$ cat src/rtl/kbd_pkg.sv
`default_nettype none
// ============================================================================
// Module      : kbd_pkg
// Description : Shared sizing constants for the keyboard input FIFO slice.
// Revision    : 1.0 - initial release
// ============================================================================
package kbd_pkg;

    localparam int KBD_DATA_W      = 8;
    localparam int KBD_DEPTH       = 4;
    localparam int KBD_SYNC_STAGES = 2;
    localparam int KBD_PTR_W       = $clog2(KBD_DEPTH);
    localparam int KBD_CNT_W       = KBD_PTR_W + 1;

endpackage : kbd_pkg
`default_nettype wire

$ cat src/rtl/kbd_input_fifo_sync_edge.sv
`default_nettype none
// ============================================================================
// Module      : sync_edge
// Description : Multi-flop synchroniser for an asynchronous strobe followed by
//               an armed rising-edge detector. The detector only fires after
//               a genuine low has been observed since reset, so a strobe held
//               high through reset never produces a pulse.
// Revision    : 1.0 - initial release
// ============================================================================
module sync_edge
    import kbd_pkg::*;
#(
    parameter int SYNC_STAGES = KBD_SYNC_STAGES
) (
    input  logic clk,
    input  logic rst_n,
    input  logic async_i,
    output logic rise_o
);

    logic [SYNC_STAGES-1:0] sync_q;
    // Marks which synchroniser stages hold a real sample taken after reset,
    // as opposed to the reset zero.
    logic [SYNC_STAGES-1:0] vld_q;
    logic                   prev_q;
    logic                   armed_q;

    // Synchroniser chain, post-reset validity shadow, history bit and arming.
    always_ff @(posedge clk) begin
        if (!rst_n) begin
            sync_q  <= '0;
            vld_q   <= '0;
            prev_q  <= 1'b0;
            armed_q <= 1'b0;
        end else begin
            sync_q <= {sync_q[SYNC_STAGES-2:0], async_i};
            vld_q  <= {vld_q[SYNC_STAGES-2:0], 1'b1};
            prev_q <= sync_q[SYNC_STAGES-1];
            if (vld_q[SYNC_STAGES-1] && !sync_q[SYNC_STAGES-1]) begin
                armed_q <= 1'b1;
            end
        end
    end

    // One-cycle pulse on a synchronised low-to-high transition once armed.
    always_comb begin
        rise_o = armed_q & sync_q[SYNC_STAGES-1] & ~prev_q;
    end

endmodule : sync_edge
`default_nettype wire

$ cat src/rtl/kbd_input_fifo.sv
`default_nettype none
// ============================================================================
// Module      : kbd_input_fifo
// Description : Keyboard input stage feeding the CPU INPR/FGI register. Each
//               synchronised rising edge of the key strobe queues the keyboard
//               byte; a CPU INP read pops the head entry. Full pushes are
//               dropped and flagged in a sticky overflow bit.
// Revision    : 1.0 - initial release
// ============================================================================
module kbd_input_fifo
    import kbd_pkg::*;
#(
    parameter int DATA_W      = KBD_DATA_W,
    parameter int DEPTH       = KBD_DEPTH,
    parameter int SYNC_STAGES = KBD_SYNC_STAGES
) (
    input  logic                     clk,
    input  logic                     rst_n,
    input  logic                     ena,
    input  logic [DATA_W-1:0]        kbd_data,
    input  logic                     kbd_strobe,
    input  logic                     cpu_rd,
    input  logic                     clr_ovf,
    output logic [DATA_W-1:0]        inpr,
    output logic                     fgi,
    output logic                     ovf,
    output logic [$clog2(DEPTH):0]   count
);

    localparam int PTR_W = $clog2(DEPTH);
    localparam int CNT_W = PTR_W + 1;
    localparam logic [CNT_W-1:0] C_FULL = CNT_W'(DEPTH);

    logic              strobe_rise;
    logic              full;
    logic              empty;
    logic              push;
    logic              pop;
    logic              drop;

    logic [PTR_W-1:0]  wr_ptr_q, wr_ptr_d;
    logic [PTR_W-1:0]  rd_ptr_q, rd_ptr_d;
    logic [CNT_W-1:0]  count_q,  count_d;
    logic              ovf_q,    ovf_d;
    logic [DATA_W-1:0] mem_q [DEPTH];

    sync_edge #(
        .SYNC_STAGES (SYNC_STAGES)
    ) u_sync_edge (
        .clk     (clk),
        .rst_n   (rst_n),
        .async_i (kbd_strobe),
        .rise_o  (strobe_rise)
    );

    // Push/pop qualification: a full FIFO still accepts a push when the head
    // is popped in the same cycle; a pop on an empty FIFO is ignored.
    always_comb begin
        full  = (count_q == C_FULL);
        empty = (count_q == '0);
        pop   = ena & cpu_rd & ~empty;
        push  = ena & strobe_rise & (~full | pop);
        drop  = ena & strobe_rise & full & ~pop;
    end

    // Next-state for pointers, occupancy and the sticky overflow flag.
    always_comb begin
        wr_ptr_d = wr_ptr_q;
        rd_ptr_d = rd_ptr_q;
        count_d  = count_q;
        ovf_d    = ovf_q;
        if (push) begin
            wr_ptr_d = wr_ptr_q + PTR_W'(1);
        end
        if (pop) begin
            rd_ptr_d = rd_ptr_q + PTR_W'(1);
        end
        unique case ({push, pop})
            2'b10:   count_d = count_q + CNT_W'(1);
            2'b01:   count_d = count_q - CNT_W'(1);
            default: count_d = count_q;
        endcase
        // A drop in the same cycle as a clear leaves the flag set.
        if (drop) begin
            ovf_d = 1'b1;
        end else if (ena && clr_ovf) begin
            ovf_d = 1'b0;
        end
    end

    // Control state register.
    always_ff @(posedge clk) begin
        if (!rst_n) begin
            wr_ptr_q <= '0;
            rd_ptr_q <= '0;
            count_q  <= '0;
            ovf_q    <= 1'b0;
        end else begin
            wr_ptr_q <= wr_ptr_d;
            rd_ptr_q <= rd_ptr_d;
            count_q  <= count_d;
            ovf_q    <= ovf_d;
        end
    end

    // Byte storage; contents are don't-care while unoccupied.
    always_ff @(posedge clk) begin
        if (push) begin
            mem_q[wr_ptr_q] <= kbd_data;
        end
    end

    // Head byte is masked to zero when empty so the CPU never sees stale data.
    always_comb begin
        inpr  = empty ? '0 : mem_q[rd_ptr_q];
        fgi   = ~empty;
        ovf   = ovf_q;
        count = count_q;
    end

endmodule : kbd_input_fifo
`default_nettype wire

$ cat config.mk
export PLATFORM = sky130hd
export DESIGN_NAME = kbd_input_fifo
export DESIGN_NICKNAME = d
export VERILOG_FILES = /design/src/rtl/kbd_pkg.sv /design/src/rtl/kbd_input_fifo_sync_edge.sv /design/src/rtl/kbd_input_fifo.sv
export SDC_FILE = /design/constraint.sdc
export NUM_CORES = 1
export LEC_CHECK = 0
export CAP_MARGIN = 20
export CORE_MARGIN = 2
export CORE_UTILIZATION = 45
export CTS_CLUSTER_SIZE = 8
export DETAILED_ROUTE_END_ITERATION = 10
export PLACE_DENSITY = 0.69
export REMOVE_ABC_BUFFERS = 1
export SLEW_MARGIN = 15
export SYNTH_ARGS = -nofsm -noshare
export SYNTH_HDL_FRONTEND = slang
export SYNTH_SLANG_ARGS = --single-unit
export TNS_END_PERCENT = 30
$ cat constraint.sdc
create_clock -name clk -period 5.02 [get_ports clk]
set_clock_uncertainty 0.2 [all_clocks]
set_input_delay 0.753 -clock clk [delete_from_list [all_inputs] [get_ports clk]]
set_output_delay 0.753 -clock clk [all_outputs]
set_load 0.02 [all_outputs]
==> flow_metrics.env <==
export IMPL_cp_max_fo=8
export IMPL_grt_max_degree=17
export IMPL_avgRoutedWirePerCell_um=14.96
export IMPL_max_cap_viol_count=0
export IMPL_p_leak_nw=0.7812
export IMPL_ys_warn_count=0
export IMPL_drtIter0Drc=96
export IMPL_fin_crit_sh_pct=63.10
export IMPL_gp_congestion=0.7312
export IMPL_drt_pass1_iter_count=4
export IMPL_synth_simple_gate_area_share_pct=13.67
export IMPL_die_area_sq_mm=0.005048
export IMPL_ir_worst_vdd_uv=148.8
export IMPL_cts_resized=0
export IMPL_core_area_sq_mm=0.004354
export IMPL_status="complete, no violations"
export IMPL_worst_slew_pin_slew_ns=0.5488
export IMPL_startpoint_type="flip-flop"
export IMPL_clock_sinks=48
export IMPL_synth_fa_ha_area_share_pct=3.463
export IMPL_ant_nets=0
export IMPL_via_count=1151
export IMPL_htree_levels=2
export IMPL_insertion_delay_ns=0.29
export IMPL_min_from="u_sync_edge.vld_q[0]$_DFF_P_"
export IMPL_post_cts_buffers=0
export IMPL_grt_pass1_vias=1153
export IMPL_grtUsageTotal_pct=14.25
export IMPL_initial_core_util_pct=46.47
export IMPL_antenna_found_initial=0
export IMPL_synth_distinct_cells=35
export IMPL_endpoint_kind="output pin"
export IMPL_antenna_cells=0
export IMPL_maxSlewViolCount=0
export IMPL_syn_area_sq_mm=0.002023
export IMPL_synth_top_family_by_area="simple AND/OR/NAND/NOR gates"
export IMPL_ctsHoldBuffers=0
export IMPL_totalWireLength_mm=3.232
export IMPL_final_nets=182
export IMPL_postSynthAreaPerCell_sq_um=14.66
export IMPL_area_growth_pct=17.38
export IMPL_cts_tree="built"
export IMPL_holdPathEnd="u_sync_edge.vld_q[1]$_SDFF_PN0_"
export IMPL_viasPerCell=5.329
export IMPL_r2r_start="count[2]$_SDFFE_PN0P_"
export IMPL_rsz0062_at_grt="false"
export IMPL_drive_above_1_share_pct=10.98
export IMPL_syn_inst=138
export IMPL_drc_errors=0
export IMPL_synth_area_leaders="edfxtp_1 (47%), dfxtp_1 (16%), mux4_2 (8.9%)"
export IMPL_grt_pass1_wl_mm=5.340
export IMPL_rows=24
export IMPL_finalHoldViolations=0
export IMPL_worst_r2r_setup_slack_ns=2.36
export IMPL_holdWs_ns=0.2426
export IMPL_dp_cells=208
export IMPL_yosysTopAreaCell="edfxtp_1"
export IMPL_post_layout_nonfiller_instances=216
export IMPL_cts_buffers=5
export IMPL_ys_seq_elements=48
export IMPL_slew_headroom_pct=63.37
export IMPL_synth_compound_area_share_pct=5.133
export IMPL_worstSetupPathType="flip-flop to output pin"
export IMPL_max_freq_mhz=315.7
export IMPL_overflow=0
export IMPL_min_path_type="flip-flop to flip-flop"
export IMPL_root_buffer="clkbuf_8"
export IMPL_die_w_um=71.05
export IMPL_setup_violations=0
export IMPL_holdPathStages=1
export IMPL_worst_r2r_endpoint="count[2]$_SDFFE_PN0P_"
export IMPL_io_buffers=26
export IMPL_final_cell_mix="edfxtp_1 (32), clkdlybuf4s50_1 (26), and2_1 (18), dfxtp_1 (16), mux4_2 (8)"
export IMPL_tns_ns=0
export IMPL_clock_path_buffers=2
export IMPL_io_pins=27
export IMPL_period_needed_ns=3.168
export IMPL_die_height_um=71.05
export IMPL_crit_arrival_ns=2.21
export IMPL_final_core_util_pct=54.54
export IMPL_cp_required_ns=4.07
export IMPL_clk_pin_slew_ns=0.07
export IMPL_synthMuxAreaShare_pct=9.400
export IMPL_power_density_mw_per_mm2=276.6
export IMPL_ff2ff_path_depth=7
export IMPL_dp_hpwl_mm=2.230
export IMPL_synth_top_area_share_pct=47.50
export IMPL_ys_seq_area_share_pct=63.33
export IMPL_synth_xor_area_share_pct=1.299
export IMPL_layout_commonest_cell="edfxtp_1"
## how the worst max path moves through the flow
stage / startpoint / endpoint / slack [ns] / depth (start not counted)
floorplan: ena / count[2]$_SDFFE_PN0P_ / 2.28 / 6
global placement: ena / count[2]$_SDFFE_PN0P_ / 1.72 / 7
detailed placement: ena / count[2]$_SDFFE_PN0P_ / 1.63 / 7
CTS: flip-flop / inpr[6] / 1.78 / 3
global route: flip-flop / inpr[5] / 1.70 / 3
finish: flip-flop / inpr[6] / 1.85 / 3
## final cells by class
type / instances / area (sq um)
clock buffers: 7 / 77.57
repair buffers: 26 / 260.3
multi-input cells: 77 / 666.9
inverters: 5 / 18.77
flip-flops and latches: 48 / 1281
fillers: 357 / 1979
clock inverters: 1 / 5.005
well taps: 52 / 65.06
## cell families after synthesis
| kind of cell | count (synthesis) |
|---|---|
| compound gates | 14 |
| mux | 9 |
| flops | 48 |
| simple gates | 46 |
| buf+inv | 13 |
| xor+xnor | 3 |
| fa+ha+maj | 5 |
## synthesized netlist by cell type
| cell type | n |
|---|---|
| edfxtp_1 | 32 |
| and2_1 | 18 |
| dfxtp_1 | 16 |
| mux4_2 | 8 |
| nand2_1 | 7 |
| inv_1 | 5 |
| nand3_1 | 5 |
| a21boi_0 | 4 |
| ha_1 | 4 |
| clkbuf_1 | 3 |
| xnor2_1 | 3 |
| a21oi_1 | 2 |
| buf_6 | 2 |
| nand4b_1 | 2 |
| nor2b_1 | 2 |
| nor3_1 | 2 |
| nor4b_1 | 2 |
| o2111ai_1 | 2 |
| o21ai_0 | 2 |
| or3_1 | 2 |
| a31oi_2 | 1 |
| and2_4 | 1 |
| and3_1 | 1 |
| and4b_2 | 1 |
| buf_2 | 1 |
| buf_4 | 1 |
| clkdlybuf4s15_1 | 1 |
| fa_1 | 1 |
| mux2i_1 | 1 |
| nand4_1 | 1 |
| nor2_1 | 1 |
| nor4_1 | 1 |
| o21a_1 | 1 |
| o31a_1 | 1 |
| o31ai_1 | 1 |
## worst max-delay path, cell delays in order (launching register included)
cell and delay (ns):
dfxtp_1 0.67, mux4_2 0.56, and2_1 0.17, clkdlybuf4s50_1 0.53
## layer usage
metal  global-route usage (%)  wire, um
met2                    23.47      1717
met1                    17.32      1320
met4                    7.547        63
met3                    3.561       130
met5                        0         0
## sequential cells by signal, summed over array words and instances, names as in the netlist, named ones only
name / count
u_sync_edge.vld_q: 2
rd_ptr_q: 2
u_sync_edge.prev_q: 1
count: 3
u_sync_edge.armed_q: 1
ovf: 1
mem_q: 32
wr_ptr_q: 2
u_sync_edge.sync_q: 2
## where the power goes
group	internal [mW]	switching, mW	total [mW]	leakage (nW)
registers	0.423	0.00134	0.424	0.418
logic	0.0131	0.0100	0.0231	0.318
clock network	0.0995	0.110	0.209	0.0452
total	0.536	0.121	0.657	0.781
## through the flow
step                total power [mW]  setup WS (ns)  area [sq um]
floorplan                     0.4403          2.284          1967
global placement              0.4554          1.715          2292
detailed placement            0.4566          1.632          2292
CTS                           0.6676          1.776          2375
global route                  0.6874          1.697          2375
finish                        0.6569          1.852          2375
Note: power is estimated with default switching activity, not from simulation.
